$ cat config.mk
export PLATFORM = sky130hd
export DESIGN_NAME = led_scan_ctrl_flat
export DESIGN_NICKNAME = d
export VERILOG_FILES = /design/src/rtl/led_pkg.sv /design/src/rtl/led_scan_ctrl_if.sv /design/src/rtl/led_frame_buffer.sv /design/src/rtl/led_scan_ctrl.sv /design/src/flat_wrapper.sv
export SDC_FILE = /design/constraint.sdc
export NUM_CORES = 1
export LEC_CHECK = 0
export CORE_MARGIN = 4
export CORE_UTILIZATION = 57
export CTS_BUF_LIST = sky130_fd_sc_hd__clkbuf_2
export CTS_CLUSTER_DIAMETER = 30
export DETAILED_ROUTE_END_ITERATION = 16
export PLACE_DENSITY = 0.78
export SLEW_MARGIN = 25
export SYNTH_ARGS = -nofsm -noshare
export SYNTH_HDL_FRONTEND = slang
export SYNTH_SLANG_ARGS = --single-unit
$ cat constraint.sdc
create_clock -name clk -period 2.7 [get_ports clk]
set_input_delay 0.81 -clock clk [delete_from_list [all_inputs] [get_ports clk]]
set_output_delay 0.81 -clock clk [all_outputs]
set_load 0.05 [all_outputs]
$ cat src/rtl/led_pkg.sv
// led_pkg: shared types and helpers for the LED matrix scan controller.
//   LED_COUNT/LEVEL_W/ROW_W/COL_W : matrix geometry and brightness width
//   level_t, addr_t, wr_req_t      : write-port payload types
//   commit_state_e                 : commit FSM encoding
//   slot_decode()                  : slot index -> {row, col}
package led_pkg;
  localparam int LED_COUNT = 16;
  localparam int LEVEL_W   = 4;
  localparam int ROW_W     = 2;
  localparam int COL_W     = 2;
  localparam int ADDR_W    = ROW_W + COL_W;

  typedef logic [LEVEL_W-1:0] level_t;
  typedef logic [ADDR_W-1:0]  addr_t;

  typedef struct packed {
    addr_t  addr;
    level_t level;
  } wr_req_t;

  typedef enum logic {IDLE = 1'b0, PENDING = 1'b1} commit_state_e;

  // Upper bits pick the row (cathode), lower bits the column (anode).
  function automatic logic [ROW_W+COL_W-1:0] slot_decode(input addr_t s);
    return {s[ADDR_W-1 -: ROW_W], s[COL_W-1:0]};
  endfunction
endpackage

$ cat src/rtl/led_scan_ctrl_if.sv
// led_scan_ctrl_if: write/commit handshake between the register block
// (master) and the scan controller (slave).
//   wr_valid/wr_ready/wr_addr/wr_level : shadow-buffer write port
//   commit/commit_done                 : publish request and completion pulse
interface led_scan_ctrl_if;
  import led_pkg::*;

  logic   wr_valid;
  logic   wr_ready;
  addr_t  wr_addr;
  level_t wr_level;
  logic   commit;
  logic   commit_done;

  modport master (
    output wr_valid, wr_addr, wr_level, commit,
    input  wr_ready, commit_done
  );

  modport slave (
    input  wr_valid, wr_addr, wr_level, commit,
    output wr_ready, commit_done
  );
endinterface

$ cat src/rtl/led_frame_buffer.sv
// led_frame_buffer: double-buffered frame of LED_COUNT brightness levels.
//   clk, rst_n   : clock, async active-low reset (clears both buffers)
//   wr_en_i      : write wr_req_i.level into shadow[wr_req_i.addr]
//   wr_req_i     : write payload
//   publish_i    : copy the whole shadow buffer into active in one cycle
//   active_o     : active buffer, read by the scan decode
module led_frame_buffer
  import led_pkg::*;
(
  input  logic                               clk,
  input  logic                               rst_n,
  input  logic                               wr_en_i,
  input  wr_req_t                            wr_req_i,
  input  logic                               publish_i,
  output logic [LED_COUNT-1:0][LEVEL_W-1:0]  active_o
);

  logic [LED_COUNT-1:0][LEVEL_W-1:0] shadow_q, shadow_d;
  logic [LED_COUNT-1:0][LEVEL_W-1:0] active_q, active_d;

  always_comb begin
    shadow_d = shadow_q;
    active_d = active_q;
    if (wr_en_i) shadow_d[wr_req_i.addr] = wr_req_i.level;
    // Copy uses the pre-write shadow; writes and publish never coincide
    // because the write port is closed while a publish is pending.
    if (publish_i) active_d = shadow_q;
  end

  always_ff @(posedge clk or negedge rst_n) begin
    if (!rst_n) begin
      shadow_q <= '0;
      active_q <= '0;
    end else begin
      shadow_q <= shadow_d;
      active_q <= active_d;
    end
  end

  assign active_o = active_q;

endmodule

$ cat src/rtl/led_scan_ctrl.sv
// led_scan_ctrl: 4x4 LED matrix scanner with PWM dimming and frame-aligned
// publishing of a double-buffered frame.
//   DWELL_CYCLES : clocks per LED slot (multiple of 16, >= 32)
//   clk, rst_n   : clock, async active-low reset
//   bus          : write/commit handshake (slave side)
//   frame_start  : pulse at the first cycle of every frame
//   aled         : anode select, active-low, one column at a time
//   kled_tri     : cathode output-enable, one row when the slot is lit
module led_scan_ctrl
  import led_pkg::*;
#(
  parameter int DWELL_CYCLES = 32
) (
  input  logic                  clk,
  input  logic                  rst_n,
  led_scan_ctrl_if.slave        bus,
  output logic                  frame_start,
  output logic [3:0]            aled,
  output logic [3:0]            kled_tri
);

  localparam int D_W      = $clog2(DWELL_CYCLES);
  localparam int STEP_DIV = DWELL_CYCLES / 16;

  logic [D_W-1:0] d_q, d_d;
  addr_t          s_q, s_d;
  logic           d_last, boundary;

  commit_state_e  state_q, state_d;
  logic           publish;
  logic           wr_fire;

  logic [LED_COUNT-1:0][LEVEL_W-1:0] active;
  wr_req_t        wr_req;

  logic [ROW_W-1:0] row;
  logic [COL_W-1:0] col;
  level_t           step;
  logic             lit;

  logic [3:0] aled_q, aled_d;
  logic [3:0] kled_q, kled_d;
  logic       frame_start_q, commit_done_q;

  // ---------------- slot / dwell counters ----------------
  assign d_last   = (d_q == D_W'(DWELL_CYCLES - 1));
  assign boundary = d_last && (s_q == addr_t'(LED_COUNT - 1));
  assign d_d      = d_last ? '0 : d_q + 1'b1;
  assign s_d      = d_last ? s_q + 1'b1 : s_q;

  always_ff @(posedge clk or negedge rst_n) begin
    if (!rst_n) begin
      d_q <= '0;
      s_q <= '0;
    end else begin
      d_q <= d_d;
      s_q <= s_d;
    end
  end

  // ---------------- commit FSM ----------------
  // A commit seen in the boundary cycle while IDLE only arms PENDING, so it
  // waits a full frame; commits while PENDING are dropped.
  always_comb begin
    state_d = state_q;
    publish = 1'b0;
    unique case (state_q)
      IDLE:    if (bus.commit) state_d = PENDING;
      PENDING: if (boundary) begin
                 publish = 1'b1;
                 state_d = IDLE;
               end
      default: state_d = IDLE;
    endcase
  end

  always_ff @(posedge clk or negedge rst_n) begin
    if (!rst_n) state_q <= IDLE;
    else        state_q <= state_d;
  end

  assign bus.wr_ready = (state_q == IDLE);
  assign wr_fire      = bus.wr_valid && bus.wr_ready;
  assign wr_req       = '{addr: bus.wr_addr, level: bus.wr_level};

  led_frame_buffer u_fb (
    .clk       (clk),
    .rst_n     (rst_n),
    .wr_en_i   (wr_fire),
    .wr_req_i  (wr_req),
    .publish_i (publish),
    .active_o  (active)
  );

  // ---------------- slot decode ----------------
  // Step 0 of every slot stays dark so the previous cathode can discharge.
  always_comb begin
    {row, col} = slot_decode(s_q);
    step       = LEVEL_W'(d_q / STEP_DIV);
    lit        = (step != '0) && (step <= active[s_q]);
    aled_d     = ~(4'b0001 << col);
    kled_d     = lit ? (4'b0001 << row) : 4'b0000;
  end

  // Publish lands on the boundary edge, so both pulses appear in the first
  // cycle of the new frame.
  always_ff @(posedge clk or negedge rst_n) begin
    if (!rst_n) begin
      aled_q        <= 4'b1111;
      kled_q        <= 4'b0000;
      frame_start_q <= 1'b0;
      commit_done_q <= 1'b0;
    end else begin
      aled_q        <= aled_d;
      kled_q        <= kled_d;
      frame_start_q <= boundary;
      commit_done_q <= publish;
    end
  end

  assign aled            = aled_q;
  assign kled_tri        = kled_q;
  assign frame_start     = frame_start_q;
  assign bus.commit_done = commit_done_q;

endmodule

$ cat src/flat_wrapper.sv
// flat-port wrapper written by rule: the top's interface ports become plain ports
module led_scan_ctrl_flat import led_pkg::*;
#(
  parameter int DWELL_CYCLES = 32
)
  (clk, rst_n, frame_start, aled, kled_tri, bus_wr_valid, bus_wr_addr, bus_wr_level, bus_commit, bus_wr_ready, bus_commit_done);
  led_scan_ctrl_if bus_i ();
  input  logic clk;
  input  logic rst_n;
  output logic frame_start;
  output logic [3:0] aled;
  output logic [3:0] kled_tri;
  input wire logic [$bits(bus_i.wr_valid)-1:0] bus_wr_valid;
  input wire logic [$bits(bus_i.wr_addr)-1:0] bus_wr_addr;
  input wire logic [$bits(bus_i.wr_level)-1:0] bus_wr_level;
  input wire logic [$bits(bus_i.commit)-1:0] bus_commit;
  output wire logic [$bits(bus_i.wr_ready)-1:0] bus_wr_ready;
  output wire logic [$bits(bus_i.commit_done)-1:0] bus_commit_done;
  assign bus_i.wr_valid = bus_wr_valid;
  assign bus_i.wr_addr = bus_wr_addr;
  assign bus_i.wr_level = bus_wr_level;
  assign bus_i.commit = bus_commit;
  assign bus_wr_ready = bus_i.wr_ready;
  assign bus_commit_done = bus_i.commit_done;
  led_scan_ctrl #(.DWELL_CYCLES(DWELL_CYCLES)) u_core (.clk(clk), .rst_n(rst_n), .bus(bus_i), .frame_start(frame_start), .aled(aled), .kled_tri(kled_tri));
endmodule
# After elaboration in Yosys (flattened, before gate mapping)
# Index checks and enable logic that the tools add are counted.
[word_totals]
ff_bits = 148
wordCells = 68
output_inout_bits = 11
in_bits = 12
[classes]
eq_ne = 2
reduce_logical = 5
shifts = 2
n_mux = 12
addsub = 2
n_bitwise = 2
magnitude_cmp = 4
[op_table]
columns = ["op", "count"]
rows = [
  ["$bwmux W64", 1],
  ["$bmux W4 S4", 1],
  ["$demux W4 S4", 1],
  ["$mux W4", 3],
  ["$lt A4 B5 Y1 const B", 2],
  ["$shl A1 B2 Y4 const A", 2],
  ["$add A5 B1 Y5 const B", 1],
  ["$eq A5 B5 Y1 const B", 1],
  ["$mux W5", 1],
  ["$add A4 B1 Y4 const B", 1],
  ["$eq A4 B4 Y1 const B", 1],
  ["$ge A4 B1 Y1 const B", 1],
  ["$le A4 B4 Y1", 1],
  ["$logic_and A1 B1 Y1", 4],
  ["$mux W1", 4],
  ["$not A4 Y4", 1],
  ["$reduce_bool A4 Y1", 1],
  ["$pmux W1 S2", 1],
  ["$not A1 Y1", 1],
]

# Depth between registers and ports, before layout
# Gate-level depths: netlist of run 1.
[logic_depth]
word_depth = 5
ltp_mapped = 10
ltp_nobuf = 8

# Modules after synthesis
# A second synthesis of run 1 with hierarchy kept.
[unflattened]
cells_unflattened = 398
hier_area_um2 = 6258.5
[modules_own_cells]
columns = ["mod", "n_inst", "area_per_inst_um2", "cells_per_inst", "seq_area_each_um2"]
rows = [
  ["led_frame_buffer", 1, 4859.7, 292, 3203.1],
  ["led_scan_ctrl", 1, 1398.8, 106, 505.5],
]

# Least setup slack after synthesis of run 1
# Ideal clock, no wire load.
[synth_timing]
path_kind = "register -> register"
startpoint = "reg u_core.s_q[0]"
endpoint = "reg u_core.kled_q[0], in the netlist u_core.kled_tri[0]"
n_path_buf = 2
synth_period_minus_slack_ps = 2552
path_stages_with_launch = 11
t_required_ps = 2599
setup_time_ps = 101
setup_slack_ps = 148
arrival_ps = 2451
path_cell_list = "dfrtp_1 > buf_2 > buf_4 > mux4_2 > a22o_1 > nor2_1 > ha_1 > nor2b_1 > o211ai_1 > a21oi_1 > nor4_1"
[synth_between]
elab_chain_cells = 5
[synth_rtl]
columns = ["item", "line", "text"]
rows = [
  ["start: declaration", "led_scan_ctrl.sv:26", "addr_t s_q, s_d;"],
  ["start signal: assignment", "led_scan_ctrl.sv:54", "s_q <= '0;"],
  ["start signal: assignment", "led_scan_ctrl.sv:57", "s_q <= s_d;"],
  ["$bmux W4 S4", "led_scan_ctrl.sv:100", "lit = (step != '0) && (step <= active[s_q]);"],
  ["$mux W4 (implied by the code)", "led_scan_ctrl.sv:100", ""],
  ["$le A4 B4 Y1", "led_scan_ctrl.sv:100", ""],
  ["$logic_and A1 B1 Y1", "led_scan_ctrl.sv:100", ""],
  ["$mux W4", "led_scan_ctrl.sv:102", "kled_d = lit ? (4'b0001 << row) : 4'b0000;"],
  ["net u_core.kled_d[0]", "led_scan_ctrl.sv:42", "logic [3:0] kled_q, kled_d;"],
  ["end signal: assignment", "led_scan_ctrl.sv:115", "kled_q <= kled_d;"],
  ["end: declaration", "led_scan_ctrl.sv:42", ""],
]
# The timed path passes the listed nets, and every way through them passes these cells. The select of a mux whose other input is x is not followed.
# A chain may end at the register's enable or synchronous reset.

# Final worst setup path of run 1
[layout_timing]
startpoint = "reg u_core.aled_q[3], in the netlist u_core.aled[3]"
endpoint = "out aled[3]"
[layout_lines]
columns = ["item", "line", "text"]
rows = [
  ["start: declaration", "led_scan_ctrl.sv:41", "logic [3:0] aled_q, aled_d;"],
  ["start signal: assignment", "led_scan_ctrl.sv:114", "aled_q <= aled_d;"],
  ["end: declaration", "flat_wrapper.sv:11", "output logic [3:0] aled;"],
]
# No word-level cell between the ends.

==> flow_summary_export.csv, run 1 <==
group,metric,value,unit
hold_path,holdPathStages,1,
synth,yosys-top-cells-count,"144 x dfrtp_1, 79 x mux2_2, 49 x mux2_4, 16 x mux4_2, 13 x nand2_1",
global_routing,grt_pass1_vias,3643,
timing,skew,0.0297,ns
critical_path,critical_path_class,"flop to output pin",
synth,ys_types,35,
pwr,p_int,2.68,mW
clock_network,cts_root_buffer,"clkbuf_2",
pwr,ir_worst_vdd,391,uV
route,via_per_inst,5.76,
finish,stdcell_area,7030,um2
synth,ys_warn_count,0,
critical_path,path_cells,"dlygate4sd2_1",
flow_run,maxCapViolCount,0,
synth,syn_nets,421,
route,initialDrtViolationCount,228,
synth,synth-async-reset-ratio,1.00,
route,post_drt_wl_per_cell,20.8,um
synth,yosysTopAreaCell,"dfrtp_1",
pwr,swShare,0.227,
synth,synth-edff-count,0,
timing,finalSetupViolations,0,
clock_network,clock-sinks,148,
critical_path,worst_ep_required_time,1.89,ns
place,post_dp_cell_area,6840,um2
timing,slew_headroom,0.558,
place,dp_hpwl,8290,um
route,detail_route.first_pass.iterations,4,
synth,ys_seq_area_frac,0.576,
global_routing,antenna_found_initial,1,
finish,drive_gt1_frac,0.433,
timing,finalCritPeriodShare,0.953,
hold_path,min_path_type,"flop to flop",
timing,fmaxAchievable,0.389,GHz
finish,final_cells,591,
route,vias,3402,
finish,fin_util,0.643,
place,place_ws,0.108,ns
pwr,power_switching,0.787,mW
critical_path,crit_buf_inv,1,
timing,rsz0062_at_grt,"no",
finish,nFillCells,835,
synth,netlist_area,6440,um2
global_routing,grt_max_degree,66,
hold_path,hp-start,"u_core.d_q[0]",
critical_path,cp_slowest_cell,"dfstp_2",
route,drt_wl_total,12300,um
critical_path,rr_worst_depth,8,
pwr,p_seq_frac,0.648,
critical_path,cp_slowest_stage_delay,0.55,ns
clock_network,cts_buffer_depth,2,
critical_path,critPathArrivalTime,1.76,ns
floorplan,initial_core_util,0.589,
synth,synth-seq-cells,148,
floorplan,die_area,13100,um2
synth,avgSynthCellArea,16.1,um2
synth,netlist_instances,399,
floorplan,rows,38,
critical_path,crit_cells,1,
floorplan,core_region_area,10900,um2
floorplan,die_h,114,um
clock_network,cts_made_buffers,17,
timing,fin_worst_hold_slack,0.477,ns
critical_path,cp_max_fo,1,
global_routing,grt_util_all_layers,0.210,
pwr,clkPwrFrac,0.319,
place,gp_congestion,0.814,
synth,synth_top_area_share,0.559,
critical_path,r2r_start,"u_core.s_q[0]",
synth,synth.area.top_cells,"dfrtp_1 56%, mux2_2 14%, mux2_4 11%, mux4_2 5.6%, ha_1 1.9%",
critical_path,cp_top_family,"flip-flops",
timing,tns,0,ns
timing,worst_slew_pin_slew,0.662,ns
pwr,pwr-share-comb,0.033,
floorplan,fp.dieW,114,um
critical_path,r2r_slack,0.22,ns
synth,synthFlopType,"dfrtp_1",
timing,setup_ws,0.128,ns
hold_path,min_to,"u_core.d_q[0]",
global_routing,grt_pass1_wl,20300,um
critical_path,cp-end-kind,"output pin",
route,drtAntennaViolNets,0,
pwr,p_total,3.47,mW
timing,hold_viol,0,
pwr,p_leak,3.63,nW
clock_network,ctsHtreeMaxLevel,4,
place,io_buffers,22,
place,dp_cells,561,
timing,period_needed,2.57,ns
finish,area_growth,9.15,%
clock_network,path_clk_slew,0.16,ns
global_routing,grt_overflow,0,
floorplan,io_pins,23,
timing,drv_slew,0,
clock_network,tritoncts,"done",
finish,nets,463,
route,route.detailed.drc,0,
outcome,status,"finished clean",
synth,yosysMostFrequentCell,"dfrtp_1",
clock_network,clk_latency,0.71,ns
pwr,p_per_area,493,nW/um2
critical_path,critPathLaunchType,"flop",
critical_path,r2r-end,"u_core.kled_tri[2]",
==> power groups by stage <==
| stage | clock (mW) | combinational, mW | sequential, mW |
|---|---|---|---|
| 2_1_floorplan | 0 | 0.0278 | 2.28 |
| 3_3_place_gp | 0 | 0.113 | 2.28 |
| 3_5_place_dp | 0 | 0.115 | 2.29 |
| 4_1_cts | 1.14 | 0.117 | 2.25 |
| 5_1_grt | 1.24 | 0.128 | 2.25 |
| 6_report | 1.11 | 0.113 | 2.25 |
==> worst max-delay path by stage <==
stage | from | endpoint | slack, ns
after floorplan | u_core.s_q[0] | u_core.kled_tri[0] | 0.15
after global placement | bus_wr_addr[1] | u_core.u_fb.shadow_q[31] | 0.13
after detailed placement | bus_wr_addr[1] | u_core.u_fb.shadow_q[45] | 0.11
after CTS | u_core.aled[3] | aled[3] | 0.05
after global routing | u_core.s_q[0] | u_core.kled_tri[0] | 0.01
final | u_core.aled[3] | aled[3] | 0.13
==> kinds of logic (layout without fill, tap and decap cells) <==
kind of cell	after synthesis	in the layout	share of synthesized area
AO/OA/AOI/OAI	12	12	0.0140
XOR/XNOR	5	5	0.00680
adder cells (fa/ha/maj)	10	10	0.0194
buffers and inverters	26	77	0.0305
flip-flops	148	148	0.576
multiplexers	144	144	0.308
other	0	1	0
AND/OR/NAND/NOR	54	54	0.0456
==> layout by cell type (no fill, tap or decap), types with 3 or more instances in the layout <==
| cell | Yosys | final |
|---|---|---|
| mux2_4 | 49 | 49 |
| buf_4 | 1 | 14 |
| buf_12 | 5 | 3 |
| and2b_1 | 3 | 3 |
| dfstp_2 | 4 | 4 |
| nor2_1 | 12 | 12 |
| nand2_1 | 13 | 13 |
| mux2_2 | 79 | 79 |
| mux4_2 | 16 | 16 |
| nor2b_1 | 7 | 7 |
| clkdlybuf4s50_1 | 0 | 10 |
| clkbuf_2 | 0 | 20 |
| dlygate4sd2_1 | 0 | 10 |
| dfrtp_1 | 144 | 144 |
| clkinv_1 | 0 | 3 |
| a22o_1 | 6 | 6 |
| xnor2_1 | 3 | 3 |
| nor3b_1 | 4 | 4 |
| inv_1 | 9 | 9 |
| ha_1 | 10 | 10 |
==> worst reg2reg max path: stages, from the launching register on <==
cell and delay [ns]:
dfrtp_1 0.41, buf_12 0.21, mux4_2 0.54, a22o_1 0.28, nor2_1 0.12, ha_1 0.26, and4_1 0.19, a21oi_1 0.26
nor3b_1 0.11
==> area by class of cell <==
| cell class | instances | area (um2) | area share |
|---|---|---|---|
| inverters | 9 | 33.8 | 0.00480 |
| multi-input cells | 225 | 2540 | 0.361 |
| well taps | 140 | 175 | 0.0249 |
| diodes | 1 | 2.50 | 0.000356 |
| flip-flops and latches | 148 | 3710 | 0.527 |
| repair buffers | 40 | 385 | 0.0548 |
| clock buffers | 20 | 100 | 0.0142 |
| clock inverters | 8 | 88.8 | 0.0126 |
==> registers in the layout, indices dropped and copies added, names as in the netlist <==
name	count
u_core.aled	4
u_core.bus.commit_done	1
u_core.d_q	5
u_core.frame_start	1
u_core.kled_tri	4
u_core.s_q	4
u_core.state_q	1
u_core.u_fb.active_o	64
u_core.u_fb.shadow_q	64
==> routing by layer <==
layer | GRT usage | vias up | share of wire
met5 | 0 | - | 0
met4 | 0.0728 | 0 | 0.017
met3 | 0.0544 | 15 | 0.041
met2 | 0.319 | 69 | 0.48
met1 | 0.298 | 1794 | 0.46
li1 | - | 1524 | -
==> repair_timing <==
action,4_1_cts,5_1_grt
endpoints found under the setup margin,11,0
hold endpoints to repair,8,0
hold buffers,1,0
setup buffers,0,0
gates resized for setup,13,0
(Power assumes the default switching activity.)
==> inputs of run 2 (changes only) <==
Settings changed: CELL_PAD_IN_SITES_DETAIL_PLACEMENT from default to 0, CELL_PAD_IN_SITES_GLOBAL_PLACEMENT from default to 1, CORE_UTILIZATION 57 to 49, PLACE_DENSITY 0.78 to default, PLACE_DENSITY_LB_ADDON from default to 0.1.
==> flow_summary_export.csv, run 2 (synthesized netlist as in run 1, its figures left out) <==
group,metric,value,unit
critical_path,crit_buf_inv,1,
pwr,p_per_area,462,nW/um2
critical_path,cp-end-kind,"flop",
global_routing,grt_pass1_wl,20000,um
clock_network,ctsHtreeMaxLevel,4,
pwr,clkPwrFrac,0.278,
pwr,p_leak,3.67,nW
route,drtAntennaViolNets,0,
global_routing,grt_util_all_layers,0.182,
critical_path,path_cells,"buf_12 > mux4_2 > a22o_1 > nor2_1 > ha_1 > nor2b_1 > o211ai_1 > a21oi_2 > nor4_1",
finish,drive_gt1_frac,0.432,
critical_path,cp_slowest_cell,"mux4_2",
place,dp_cells,596,
finish,final_cells,629,
timing,finalCritPeriodShare,0.950,
global_routing,met1_usage,0.253,
pwr,p_seq_frac,0.687,
floorplan,core_region_area,12700,um2
route,vias,3354,
pwr,ir_worst_vdd,342,uV
place,gp_congestion,0.737,
clock_network,clock-sinks,148,
global_routing,grt_max_degree,52,
timing,drv_slew,0,
pwr,swShare,0.238,
floorplan,die_h,123,um
critical_path,cp_top_family,"multiplexers",
critical_path,critical_path_class,"flop to flop",
global_routing,busiest_layer,"met2",
finish,area_growth,9.90,%
route,drt_wl_total,12400,um
critical_path,worst_ep_required_time,3.26,ns
timing,hold_viol,0,
timing,worst_slew_pin_slew,0.785,ns
global_routing,grt_pass1_vias,3507,
flow_run,maxCapViolCount,0,
place,io_buffers,22,
floorplan,fp.dieW,123,um
finish,layout_commonest_cell,"dfrtp_1",
timing,rsz0062_at_grt,"no",
timing,fin_worst_hold_slack,0.477,ns
hold_path,min_path_type,"flop to flop",
timing,fmaxAchievable,0.390,GHz
global_routing,grt_use_met2,0.287,
route,post_drt_wl_per_cell,19.8,um
route,route.detailed.drc,0,
critical_path,critPathArrivalTime,3.13,ns
timing,period_needed,2.57,ns
global_routing,use_met3,0.0442,
floorplan,initial_core_util,0.506,
timing,slew_headroom,0.475,
floorplan,rows,41,
clock_network,cts_root_buffer,"clkbuf_2",
place,dp_hpwl,8430,um
floorplan,die_area,15000,um2
pwr,p_int,2.49,mW
finish,layout_common_cells,"144 x dfrtp_1, 79 x mux2_2, 49 x mux2_4",
global_routing,grt_overflow,0,
route,initialDrtViolationCount,189,
finish,nets,466,
global_routing,antenna_found_initial,1,
clock_network,clk_latency,0.66,ns
pwr,pwr-share-comb,0.036,
pwr,power_switching,0.778,mW
timing,finalSetupViolations,0,
route,detail_route.first_pass.iterations,5,
timing,tns,0,ns
critical_path,cp_max_fo,14,
clock_network,tritoncts,"done",
clock_network,cts_buffer_depth,2,
floorplan,io_pins,23,
clock_network,path_clk_slew,0.18,ns
route,via_per_inst,5.33,
clock_network,post_cts_buffers,0,
outcome,status,"finished clean",
timing,skew,0.0164,ns
critical_path,critPathLaunchType,"flop",
critical_path,cp_slowest_stage_delay,0.56,ns
clock_network,cts_made_buffers,17,
-- run 2: cell types whose count changed in the layout (fill, tap and decap cells not counted), moves of 2 or more --
cell | before | now
bufinv_16 | 2 | 0
dlymetal6s2s_1 | 0 | 2
dlygate4sd2_1 | 10 | 8
clkinv_1 | 3 | 8
buf_12 | 3 | 5
-- run 2: worst reg2reg max path: cells and delay by family (launching register included) --
| family | cells | cell delay (ns) |
|---|---|---|
| flip-flops | 1 | 0.43 |
| AND/OR/NAND/NOR | 3 | 0.51 |
| multiplexers | 1 | 0.57 |
| adder cells (fa/ha/maj) | 1 | 0.24 |
| buffers and inverters | 1 | 0.19 |
| AO/OA/AOI/OAI | 3 | 0.55 |
-- run 2: metal layers --
layer / up-vias / routed length [um]
met5: - / 0
met4: 0 / 95
li1: 1534 / -
met2: 40 / 6100
met3: 8 / 278
met1: 1772 / 5950
-- run 2: power by group through the flow --
stage	logic [mW]	clock network, mW	registers, mW
final	0.117	0.909	2.25
after global routing	0.132	1.06	2.25
after CTS	0.121	0.954	2.25
after detailed placement	0.120	0	2.29
after global placement	0.119	0	2.29
after floorplan	0.0278	0	2.28
-- run 2: final timing paths --
path                       depth (start not counted)     startpoint  slack, ns                  endpoint
max reg2reg                                        9  u_core.s_q[0]       0.13        u_core.kled_tri[0]
max in group asynchronous                          3          rst_n       1.33  u_core.u_fb.active_o[39]
min reg2reg                                        1  u_core.d_q[0]       0.48             u_core.d_q[0]
min in group asynchronous                          2          rst_n       0.64   u_core.u_fb.active_o[1]
max                                                9  u_core.s_q[0]       0.13        u_core.kled_tri[0]
min                                                1  u_core.d_q[0]       0.48             u_core.d_q[0]
-- run 2: what timing repair did --
item                                   in CTS  in global routing
endpoints found under the hold margin       0                  1
resized for setup                          10                  4
setup endpoints to repair                   9                  7
hold buffers                                0                  1
-- run 2: final cells by class --
type,count,area (um2)
fillers,1112,5640
well taps,172,215
inverters,9,33.8
flip-flops and latches,148,3710
clock inverters,11,45.0
multi-input cells,225,2540
repair buffers,43,434
diodes,1,2.50
clock buffers,20,100
-- run 2: metrics by stage --
step,utilization,setup slack (ns),power [mW],area (um2)
after floorplan,-,0.148,2.31,6440
after global placement,0.545,-0.135,2.40,6930
after detailed placement,0.545,-0.175,2.41,6930
after CTS,0.555,0.000255,3.32,7070
after global routing,0.557,0.0111,3.44,7080
final,0.557,0.134,3.27,7080
==> inputs of run 3 (changes only) <==
Settings changed: CORE_ASPECT_RATIO from default to 0.7, CORE_UTILIZATION 49 to 54.
Clock period 2.7 ns to 2.39 ns, I/O delays scaled along.
==> flow_summary_export.csv, run 3 (synthesized netlist as in run 1, its figures left out) <==
group,metric,value,unit
timing,drv_slew,0,
route,initialDrtViolationCount,131,
route,drtAntennaViolNets,0,
pwr,p_leak,3.82,nW
timing,skew,0.0302,ns
clock_network,clock-sinks,148,
critical_path,critical_path_class,"flop to flop",
timing,rsz0062_at_grt,"yes",
timing,hold_viol,0,
finish,antennaDiodeCount,0,
timing,fmaxAchievable,0.387,GHz
critical_path,cp_max_fo,5,
place,dp_cells,586,
place,io_buffers,22,
floorplan,die_area,13800,um2
clock_network,path_clk_slew,0.21,ns
outcome,status,"finished with violations",
floorplan,io_pins,23,
timing,slew_headroom,0.275,
route,vias,3444,
critical_path,crit_buf_inv,2,
clock_network,ctsHtreeMaxLevel,4,
global_routing,grt_pass1_wl,21100,um
pwr,ir_worst_vdd,355,uV
hold_path,min_path_type,"input pin to asynchronous set/reset pin",
finish,final_cells,630,
clock_network,cts_buffer_depth,2,
clock_network,tritoncts,"done",
global_routing,use_met3,0.0461,
route,route.detailed.drc,0,
route,post_drt_wl_per_cell,20.9,um
place,gp_congestion,0.733,
clock_network,clk_latency,0.69,ns
clock_network,cts_made_buffers,17,
route,detail_route.first_pass.iterations,4,
finish,layout_commonest_cell,"dfrtp_1",
finish,nets,483,
route,drt_wl_total,13200,um
global_routing,grt_util_all_layers,0.203,
critical_path,critPathArrivalTime,3.19,ns
place,dp_hpwl,8380,um
finish,drive_gt1_frac,0.501,
flow_run,maxCapViolCount,0,
global_routing,busiest_layer,"met1",
floorplan,fp.dieW,139,um
global_routing,grt_use_met2,0.298,
critical_path,cp-end-kind,"flop",
finish,layout_common_cells,"142 x dfrtp_1, 79 x mux2_2, 49 x mux2_4",
clock_network,cts_root_buffer,"clkbuf_2",
finish,area_growth,15.2,%
pwr,p_per_area,555,nW/um2
floorplan,initial_core_util,0.551,
global_routing,grt_pass1_vias,3660,
floorplan,rows,33,
critical_path,worst_ep_required_time,3.00,ns
pwr,p_total,4.12,mW
timing,finalCritPeriodShare,1.08,
outcome,violations,"negative setup slack",
global_routing,grt_max_degree,66,
critical_path,cp_slowest_stage_delay,0.48,ns
route,via_per_inst,5.47,
floorplan,die_h,99.4,um
global_routing,antenna_found_initial,0,
floorplan,core_region_area,11700,um2
critical_path,cp_top_family,"compound AO/OA/AOI/OAI gates",
timing,worst_slew_pin_slew,1.08,ns
global_routing,grt_overflow,0,
timing,setup_ws,-0.197,ns
timing,finalSetupViolations,4,
critical_path,cp_slowest_cell,"mux4_2",
global_routing,met1_usage,0.307,
critical_path,path_cells,"buf_6 > buf_12 > mux4_2 > a22o_1 > nor2_1 > ha_1 > nor2b_4 > o211ai_1 > a21oi_4 > nor3b_2",
timing,period_needed,2.59,ns
critical_path,critPathLaunchType,"flop",
finish,fin_util,0.635,
==> run 3: cell types whose count changed in the layout (fill, tap and decap cells not counted), moves of 3 or more <==
cell,previous run,this run
dlygate4sd2_1,8,5
bufinv_16,0,3
clkinv_1,8,2
buf_6,1,4
buf_4,15,25
buf_2,0,4
buf_16,0,3
==> run 3: routing by layer <==
| layer | share of wire | vias up | routed length (um) |
|---|---|---|---|
| met5 | 0 | - | 0 |
| met2 | 0.45 | 51 | 5870 |
| li1 | - | 1556 | - |
| met1 | 0.51 | 1829 | 6770 |
| met3 | 0.034 | 8 | 442 |
| met4 | 0.0065 | 0 | 85 |
==> run 3: worst paths after layout <==
check,startpoint,to,slack [ns],cells after the start
min,rst_n,u_core.u_fb.active_o[34],0.40,2
max reg2reg,u_core.s_q[0],u_core.kled_tri[1],-0.20,10
min in group clk,u_core.d_q[0],u_core.d_q[0],0.48,1
max in group asynchronous,rst_n,u_core.u_fb.shadow_q[14],1.29,3
min reg2reg,u_core.d_q[0],u_core.d_q[0],0.48,1
max,u_core.s_q[0],u_core.kled_tri[1],-0.20,10
==> run 3: per-stage QoR <==
step / setup TNS [ns] / hold slack [ns] / cell area, um2 / setup WS (ns)
global route: -1.20 / 0.353 / 7420 / -0.312
finish: -0.695 / 0.403 / 7420 / -0.197
global placement: -0.663 / 0.448 / 6950 / -0.0509
detailed placement: -1.89 / 0.457 / 6950 / -0.166
CTS: -0.397 / 0.360 / 7300 / -0.123
floorplan: 0 / 0.421 / 6450 / 0.0110
==> run 3: report_power, final <==
group | leakage (nW) | internal (mW) | switching [mW] | total, mW
clock network | 0.153 | 0.582 | 0.864 | 1.45
logic | 1.64 | 0.0510 | 0.0849 | 0.136
registers | 2.03 | 2.53 | 0.0106 | 2.54
total | 3.82 | 3.16 | 0.960 | 4.12
==> run 3: cell type report <==
class                      count  area, um2
clock inverter                11        135
timing repair buffer          60        644
sequential                   148       3710
multi-input combinational    225       2600
inverter                       9       33.8
clock buffer                  20        100
tap                          157        196
fill                         892       4260
==> run 3: repair_timing <==
item | 4_1_cts | 5_1_grt
setup buffers | 2 | 6
endpoints found under the setup margin | 14 | 14
hold endpoints to repair | 13 | 0
gates resized for setup | 28 | 22
cloned | 2 | 2
hold buffers | 1 | 0
pin swaps | 10 | 14
